[config.mk]
export PLATFORM = sky130hd
export DESIGN_NAME = mult_arbiter
export DESIGN_NICKNAME = d
export VERILOG_FILES = /design/src/rtl/mult_arbiter_pkg.sv /design/src/rtl/mult_arbiter_rr.sv /design/src/rtl/mult_arbiter.sv
export SDC_FILE = /design/constraint.sdc
export NUM_CORES = 1
export LEC_CHECK = 0
export ABC_AREA = 1
export BUFFER_PORTS_ARGS = -buffer_cell sky130_fd_sc_hd__buf_4
export CORE_UTILIZATION = 40
export DETAILED_ROUTE_END_ITERATION = 12
export GPL_TIMING_DRIVEN = 0
export PLACE_DENSITY = 0.67
export SETUP_SLACK_MARGIN = 0.2
export SYNTH_ARGS = -nofsm -noshare
export SYNTH_HDL_FRONTEND = slang
export SYNTH_HIERARCHICAL = 1
export SYNTH_SLANG_ARGS = --single-unit
export TNS_END_PERCENT = 20
[constraint.sdc]
create_clock -name i_clk -period 5.5 [get_ports i_clk]
set_clock_uncertainty 0.1 [all_clocks]
set_input_delay 0.275 -clock i_clk [delete_from_list [all_inputs] [get_ports i_clk]]
set_output_delay 0.275 -clock i_clk [all_outputs]
set_load 0.01 [all_outputs]
[src/rtl/mult_arbiter_pkg.sv]
// Shared state encodings and helpers for the mult_arbiter slice.
package mult_arbiter_pkg;

    localparam logic [1:0] ST_IDLE = 2'd0;
    localparam logic [1:0] ST_RUN  = 2'd1;
    localparam logic [1:0] ST_DONE = 2'd2;

    typedef enum logic [1:0] {
        IDLE = ST_IDLE,
        RUN  = ST_RUN,
        DONE = ST_DONE
    } state_t;

    // Upper bound on requester count supported by the index helper.
    localparam int MAX_REQ = 32;
    localparam int MAX_ID  = 5;

    function automatic logic [MAX_ID-1:0] onehot_to_idx(input logic [MAX_REQ-1:0] onehot);
        logic [MAX_ID-1:0] idx;
        idx = '0;
        for (int i = 0; i < MAX_REQ; i++) begin
            if (onehot[i]) begin
                idx = idx | MAX_ID'(i);
            end else begin
                idx = idx;
            end
        end
        return idx;
    endfunction

endpackage

[src/rtl/mult_arbiter_rr.sv]
// Combinational grant picker: round-robin from ptr when MULT_ARBITER_RR_EN is
// defined, otherwise fixed priority with the lowest index winning.
module mult_arbiter_rr
    import mult_arbiter_pkg::*;
#(
    parameter int NB_REQ = 4,
    parameter int NB_ID  = $clog2(NB_REQ)
) (
    input  logic [NB_REQ-1:0] valid,
    input  logic [NB_ID-1:0]  ptr,
    output logic [NB_REQ-1:0] grant,
    output logic [NB_ID-1:0]  grant_idx,
    output logic              grant_any
);

    int                start_s;
    logic [NB_REQ-1:0] grant_s;

`ifdef MULT_ARBITER_RR_EN
    assign start_s = int'(ptr);
`else
    logic unused_ptr_s;
    assign unused_ptr_s = ^ptr;
    assign start_s      = 32'sd0;
`endif

    // Scan from the start index and keep only the first valid found.
    always_comb begin
        grant_s = '0;
        for (int i = 0; i < NB_REQ; i++) begin
            if ((grant_s == '0) && valid[NB_ID'((start_s + i) % NB_REQ)]) begin
                grant_s[NB_ID'((start_s + i) % NB_REQ)] = 1'b1;
            end else begin
                grant_s = grant_s;
            end
        end
    end

    assign grant     = grant_s;
    assign grant_idx = NB_ID'(onehot_to_idx(MAX_REQ'(grant_s)));
    assign grant_any = |valid;

endmodule

[src/rtl/mult_arbiter.sv]
// Shares one signed radix-2 shift-add multiplier among NB_REQ requesters.
// Define MULT_ARBITER_RR_EN for round-robin arbitration (fixed priority otherwise).
module mult_arbiter
    import mult_arbiter_pkg::*;
#(
    parameter int NB_DATA = 4,
    parameter int NB_REQ  = 4,
    parameter int NB_ID   = $clog2(NB_REQ)
) (
    input  logic                      i_clk,
    input  logic                      i_rst_n,
    input  logic [NB_REQ-1:0]         i_req_valid,
    output logic [NB_REQ-1:0]         o_req_ready,
    input  logic [NB_REQ*NB_DATA-1:0] i_a,
    input  logic [NB_REQ*NB_DATA-1:0] i_b,
    output logic                      o_valid,
    input  logic                      i_ready,
    output logic [2*NB_DATA-1:0]      o_product,
    output logic [NB_ID-1:0]          o_id,
    output logic                      o_busy
);

    localparam int                NB_CNT   = $clog2(NB_DATA);
    localparam logic [NB_CNT-1:0] CNT_LAST = NB_CNT'(NB_DATA - 1);

    state_t              state_r;
    state_t              state_nxt_s;
    logic                load_s;
    logic                step_s;

    logic [NB_REQ-1:0]   grant_s;
    logic [NB_ID-1:0]    grant_idx_s;
    logic                grant_any_s;
    logic [NB_ID-1:0]    ptr_s;

    logic [NB_DATA-1:0]  a_r;
    logic [NB_DATA-1:0]  h_r;
    logic [NB_DATA-1:0]  l_r;
    logic [NB_CNT-1:0]   cnt_r;
    logic [NB_ID-1:0]    id_r;

    logic [NB_DATA-1:0]  a_sel_s;
    logic [NB_DATA-1:0]  b_sel_s;
    logic [NB_DATA:0]    h_ext_s;
    logic [NB_DATA:0]    addend_s;
    logic [NB_DATA:0]    sum_s;
    logic                last_s;

    mult_arbiter_rr #(
        .NB_REQ (NB_REQ),
        .NB_ID  (NB_ID)
    ) u_rr (
        .valid     (i_req_valid),
        .ptr       (ptr_s),
        .grant     (grant_s),
        .grant_idx (grant_idx_s),
        .grant_any (grant_any_s)
    );

`ifdef MULT_ARBITER_RR_EN
    logic [NB_ID-1:0] ptr_r;

    // Round-robin pointer moves just past the requester granted last.
    always_ff @(posedge i_clk or negedge i_rst_n) begin
        if (!i_rst_n) begin
            ptr_r <= '0;
        end else if (load_s) begin
            ptr_r <= (grant_idx_s == NB_ID'(NB_REQ - 1)) ? '0 : grant_idx_s + NB_ID'(1);
        end else begin
            ptr_r <= ptr_r;
        end
    end

    assign ptr_s = ptr_r;
`else
    assign ptr_s = '0;
`endif

    // State register.
    always_ff @(posedge i_clk or negedge i_rst_n) begin
        if (!i_rst_n) begin
            state_r <= IDLE;
        end else begin
            state_r <= state_nxt_s;
        end
    end

    // Next-state logic with load/step strobes for the datapath.
    always_comb begin
        state_nxt_s = state_r;
        load_s      = 1'b0;
        step_s      = 1'b0;
        case (state_r)
            IDLE: begin
                if (grant_any_s) begin
                    load_s      = 1'b1;
                    state_nxt_s = RUN;
                end else begin
                    state_nxt_s = IDLE;
                end
            end
            RUN: begin
                step_s = 1'b1;
                if (last_s) begin
                    state_nxt_s = DONE;
                end else begin
                    state_nxt_s = RUN;
                end
            end
            DONE: begin
                if (i_ready) begin
                    state_nxt_s = IDLE;
                end else begin
                    state_nxt_s = DONE;
                end
            end
            default: begin
                state_nxt_s = IDLE;
            end
        endcase
    end

    assign a_sel_s = i_a[int'(grant_idx_s)*NB_DATA +: NB_DATA];
    assign b_sel_s = i_b[int'(grant_idx_s)*NB_DATA +: NB_DATA];

    // The final step subtracts because the multiplier MSB carries negative weight.
    assign last_s   = (cnt_r == CNT_LAST);
    assign h_ext_s  = {h_r[NB_DATA-1], h_r};
    assign addend_s = l_r[0] ? {a_r[NB_DATA-1], a_r} : '0;
    assign sum_s    = last_s ? (h_ext_s - addend_s) : (h_ext_s + addend_s);

    // Operand capture on grant, then one add/shift step per RUN cycle.
    always_ff @(posedge i_clk or negedge i_rst_n) begin
        if (!i_rst_n) begin
            a_r   <= '0;
            h_r   <= '0;
            l_r   <= '0;
            cnt_r <= '0;
            id_r  <= '0;
        end else if (load_s) begin
            a_r   <= a_sel_s;
            h_r   <= '0;
            l_r   <= b_sel_s;
            cnt_r <= '0;
            id_r  <= grant_idx_s;
        end else if (step_s) begin
            h_r   <= sum_s[NB_DATA:1];
            l_r   <= {sum_s[0], l_r[NB_DATA-1:1]};
            cnt_r <= cnt_r + NB_CNT'(1);
        end else begin
            a_r   <= a_r;
            h_r   <= h_r;
            l_r   <= l_r;
            cnt_r <= cnt_r;
            id_r  <= id_r;
        end
    end

    assign o_req_ready = load_s ? grant_s : '0;
    assign o_valid     = (state_r == DONE);
    assign o_busy      = (state_r == RUN) || (state_r == DONE);
    assign o_product   = {h_r, l_r};
    assign o_id        = id_r;

endmodule
Word level (Yosys, flattened, before mapping)
Cells that the tools add are included.
- bits in registers: 18
- input port bits: 39
- output and inout bits: 16
- logic and storage cells: 41
- add/subtract/negate cells: 3
- equality and inequality tests: 3
- shift operators: 2
- mux-type cells: 21
- reduce and logical (&&, ||, !) cells: 6
- operators by type and width (operator ; count):
    16-bit by 5-bit indexed part select with 4-bit output ; 2
    4-bit two-way mux ; 5
    2-bit two-way mux ; 7
    5-bit two-way mux ; 2
    1-bit two-way mux ; 6
    2-bit one-hot mux with 3 select lines ; 1
    5-bit adder ; 1
    5-bit subtractor ; 1
    2-bit equality test (second input constant) ; 2
    4-bit logical NOT ; 1
    4-bit OR reduction ; 1
    2-bit by 1-bit adder with 2-bit output (second input constant) ; 1
    2-bit by 1-bit equality test with 1-bit output (second input constant) ; 1
    2-bit logical NOT ; 1
    2-bit nonzero test ; 1
    1-bit logical AND ; 1
    1-bit logical OR ; 1

Logic depth before layout (Yosys ltp)
- word-level depth: 9
- gate-level depth with buffers: 12
- depth with buffers taken out: 12

Cells and area by module
The synthesis kept the hierarchy.
- by module, submodules not included (module ; times used ; cells an instance ; area an instance (µm²) ; sequential area each (µm²)):
    mult_arbiter ; 1 ; 187 ; 1326.3 ; 450.4
    mult_arbiter_rr ; 1 ; 11 ; 62.6 ; 0.0

Worst setup path after synthesis
No wires, ideal clock.
- kind: reg-to-reg
- start point: register l_r[0]
- end point: register h_r[1]
- setup time: 0.122 ns
- arrival time: 1.915 ns
- data required time: 5.278 ns
- path slack: 3.363 ns
- stages on the path, launching flop included: 7
- path buffers: 0
- clock period less this slack: 2.137 ns
- cells stage by stage: dfrtp_1 nand2_1 ha_1 o21ai_0 fa_1 or2_2 a32o_1
- longest elaborated chain between the ends: 5
- elaborated cells on any way between the ends: 6
- those cells by class: add/sub (2); mux (4)
- RTL lines (element ; line ; text):
    from (decl) ; mult_arbiter.sv:38 ; logic [NB_DATA-1:0] l_r;
    from (signal assigned) ; mult_arbiter.sv:143 ; l_r <= b_sel_s;
    from (signal assigned) ; mult_arbiter.sv:148 ; l_r <= {sum_s[0], l_r[NB_DATA-1:1]};
    from (signal assigned) ; mult_arbiter.sv:153 ; l_r <= l_r;
    5-bit two-way mux * ; mult_arbiter.sv:129 ; assign addend_s = l_r[0] ? {a_r[NB_DATA-1], a_r} : '0;
    5-bit adder / 5-bit subtractor (equally long branches) ; mult_arbiter.sv:130 ; assign sum_s = last_s ? (h_ext_s - addend_s) : (h_ext_s + addend_s);
    5-bit two-way mux * ; mult_arbiter.sv:130 ;
    4-bit two-way mux * ; mult_arbiter.sv:146 ; end else if (step_s) begin
    4-bit two-way mux * ; mult_arbiter.sv:140 ; end else if (load_s) begin
    to (signal assigned) ; mult_arbiter.sv:147 ; h_r <= sum_s[NB_DATA:1];
    to (signal assigned) ; mult_arbiter.sv:152 ; h_r <= h_r;
    to (decl) ; mult_arbiter.sv:37 ; logic [NB_DATA-1:0] h_r;
Mark *: on every way between the ends. The rest lies on a longest branch, timed or not. The select of a mux whose other input is x is not followed.
A chain may end at the register's enable or synchronous reset.

Final worst setup path
- start point: register l_r[0]
- end point: register h_r[3]
The elaborated chain is that of the path after synthesis.

==> results.yml <==
critical_path:
  criticalPathCategory: "flip-flop to flip-flop"
  critical_path.most_common_cell: "nand2_1"
  cpPeakStageDelay_ns: 0.52
  worstPathCellList: "nand2_1, ha_1, o21ai_0, fa_1, nand2_1, nand2_1, a21oi_1, inv_1, nand3_1, nand3_1, nand2_1"
  critical_path.max_fanout: 8
  worstSetupEndpointType: "flip-flop"
  setup.worst_path.start_class: "flip-flop"
  worst-endpoint-required_ns: 5.65
  crit_slowest_cell: "dfrtp_1"
  timing.critical_path.arrival_ns: 2.43
  worstRegToRegCells: 11
placed_design:
  pre_cts_slack_ns: 3.25
  hpwl_microns: 2470
  dp_cells: 297
  detailed_place.area_sq_um: 1840
  io_buffer_count: 52
  globalplace.congestion: 0.768
synthesis:
  ys_warn_count: 6
  mappedNetlistArea_sq_um: 1390
  syn-mean-instance-area_sq_um: 7.03
  syn-instance-count: 197
cts:
  total_clock_sinks: 18
  post_cts_resized: 0
  cts-root-buf: "clkbuf_4"
  worst_setup_hold_path_clk_slew_ns: 0.11
  cts_max_path_buffers: 2
  cts_buffers: 3
  tritoncts_clock_tree: "yes"
  clk-insertion-delay-late_ns: 0.29
  htreeDepth: 1
drt:
  detail_route.wirelength_microns: 3060
  drt-pass1-iter-count: 4
  drt_drc_violations_left: 0
  route.top_layer_used: "met4"
  route.vias.total: 1363
  viasPerCell: 4.51
  route.layer.met1.wl_microns: 1530
  first_iter_violations: 37
  number_of_nets_with_antenna_violations_after_routing: 0
  dr_wl_met3_microns: 154
  wire_per_inst_microns: 10.1
  met2RoutedLength_microns: 1350
floorplanning:
  start_util: 0.415
  std_cell_rows: 21
  pin_count: 55
  core_region_area_sq_um: 3340
  dieWidth_microns: 60.8
  die_y_microns: 60.8
  die-area_sq_um: 3700
run:
  drv_cap: 0
worst_hold_path:
  min_path_type: "primary input to flip-flop"
  holdPathStages: 4
global_routing:
  largest_net_degree_at_the_start_of_global_routing: 19
  total_gr_overflow: 0
  global_route_wire_length_before_repair_microns: 5120
  grt_antenna_before_repair: 0
  grt_usage: 0.185
  first_global_vias: 1196
power:
  p_leak_nw: 1.01
  p_per_area_nw_per_um2: 502
  peakVddDrop_mv: 0.157
  finalPower_uw: 946
cells_and_area:
  syn_to_final_growth_pct: 36.2
  layout-drive-gt1-share: 0.305
  finish.net_count: 307
  layout.cells.non_filler: 302
  insertedDiodeCount: 0
  fin_area_sq_um: 1890
timing:
  final_hold_violation_count: 0
  setup_viol: 0
  setup_ws_ns: 3.21
  setup-tns-final_ns: 0
  max_clock_freq_ghz: 0.437
  timing.final.crit_period_ns: 2.29
  final_slew_viol_count: 0
  rsz0062_at_grt: "false"
  timing.final.crit_share: 0.416
outcome:
  status: "completed"
repair_timing:
| action | in CTS | in global routing |
|---|---|---|
| hold endpoints to repair | 18 | 0 |
| buffers inserted | 0 | 0 |
| hold buffers | 1 | 0 |
cell type report:
cell class,count,area (sq um)
fillers,346,1450
multi-input cells,143,761
flip-flops and latches,18,450
repair buffers,53,400
inverters,27,103
plain buffers,11,78.8
well taps,46,57.6
clock buffers,4,36.3
flip-flops by register name, indices dropped and copies added, names as in the netlist:
signal   count
state_r      2
o_id         2
h_r          4
a_r          4
cnt_r        2
l_r          4
where the power goes:
group          internal [mW]  leakage [nW]  switching [mW]
sequential             0.199         0.219          0.0536
clock                 0.0403        0.0210          0.0428
combinational          0.278         0.768           0.333
routing by layer:
layer | track usage | up-vias
li1 | - | 740
met1 | 0.258 | 582
met2 | 0.292 | 39
met3 | 0.0277 | 2
met4 | 0.0682 | 0
met5 | 0 | -
stage by stage:
stage / hold WS [ns] / utilization
finish: 0.109 / 0.565
CTS: 0.102 / 0.565
detailed placement: 0.0616 / 0.552
global placement: 0.0595 / 0.552
floorplan: -0.121 / -
global route: 0.115 / 0.565
final timing paths:
check	slack (ns)	to	start
setup / recovery	3.21	h_r[3]	l_r[0]
hold / removal	0.11	state_r[1]	i_ready
min in group asynchronous	0.27	state_r[1]	i_rst_n
max in group asynchronous	4.83	h_r[2]	i_rst_n
hold reg to reg	0.40	o_id[1]	o_id[1]
setup reg to reg	3.21	h_r[3]	l_r[0]
worst max-delay path, delay by kind of cell, from the launching register on:
| kind | cells | cell delay [ns] |
|---|---|---|
| DFF | 1 | 0.52 |
| buffers and inverters | 1 | 0.06 |
| and+or+nand+nor | 6 | 0.51 |
| adders and majority gates | 2 | 0.74 |
| AOI/OAI and AO/OA | 2 | 0.30 |
cells in the final DEF, fill, tap and decap left out, types with 5 or more instances in the layout:
cell type  count
nor2_1        30
dfrtp_1       18
ha_1          10
o21ai_1       10
inv_1         23
nand2_1       38
buf_4         59
o21ai_0        6
nand2_2        5
a21oi_1        7
nand3_1       17
(Power assumes the default switching activity.)
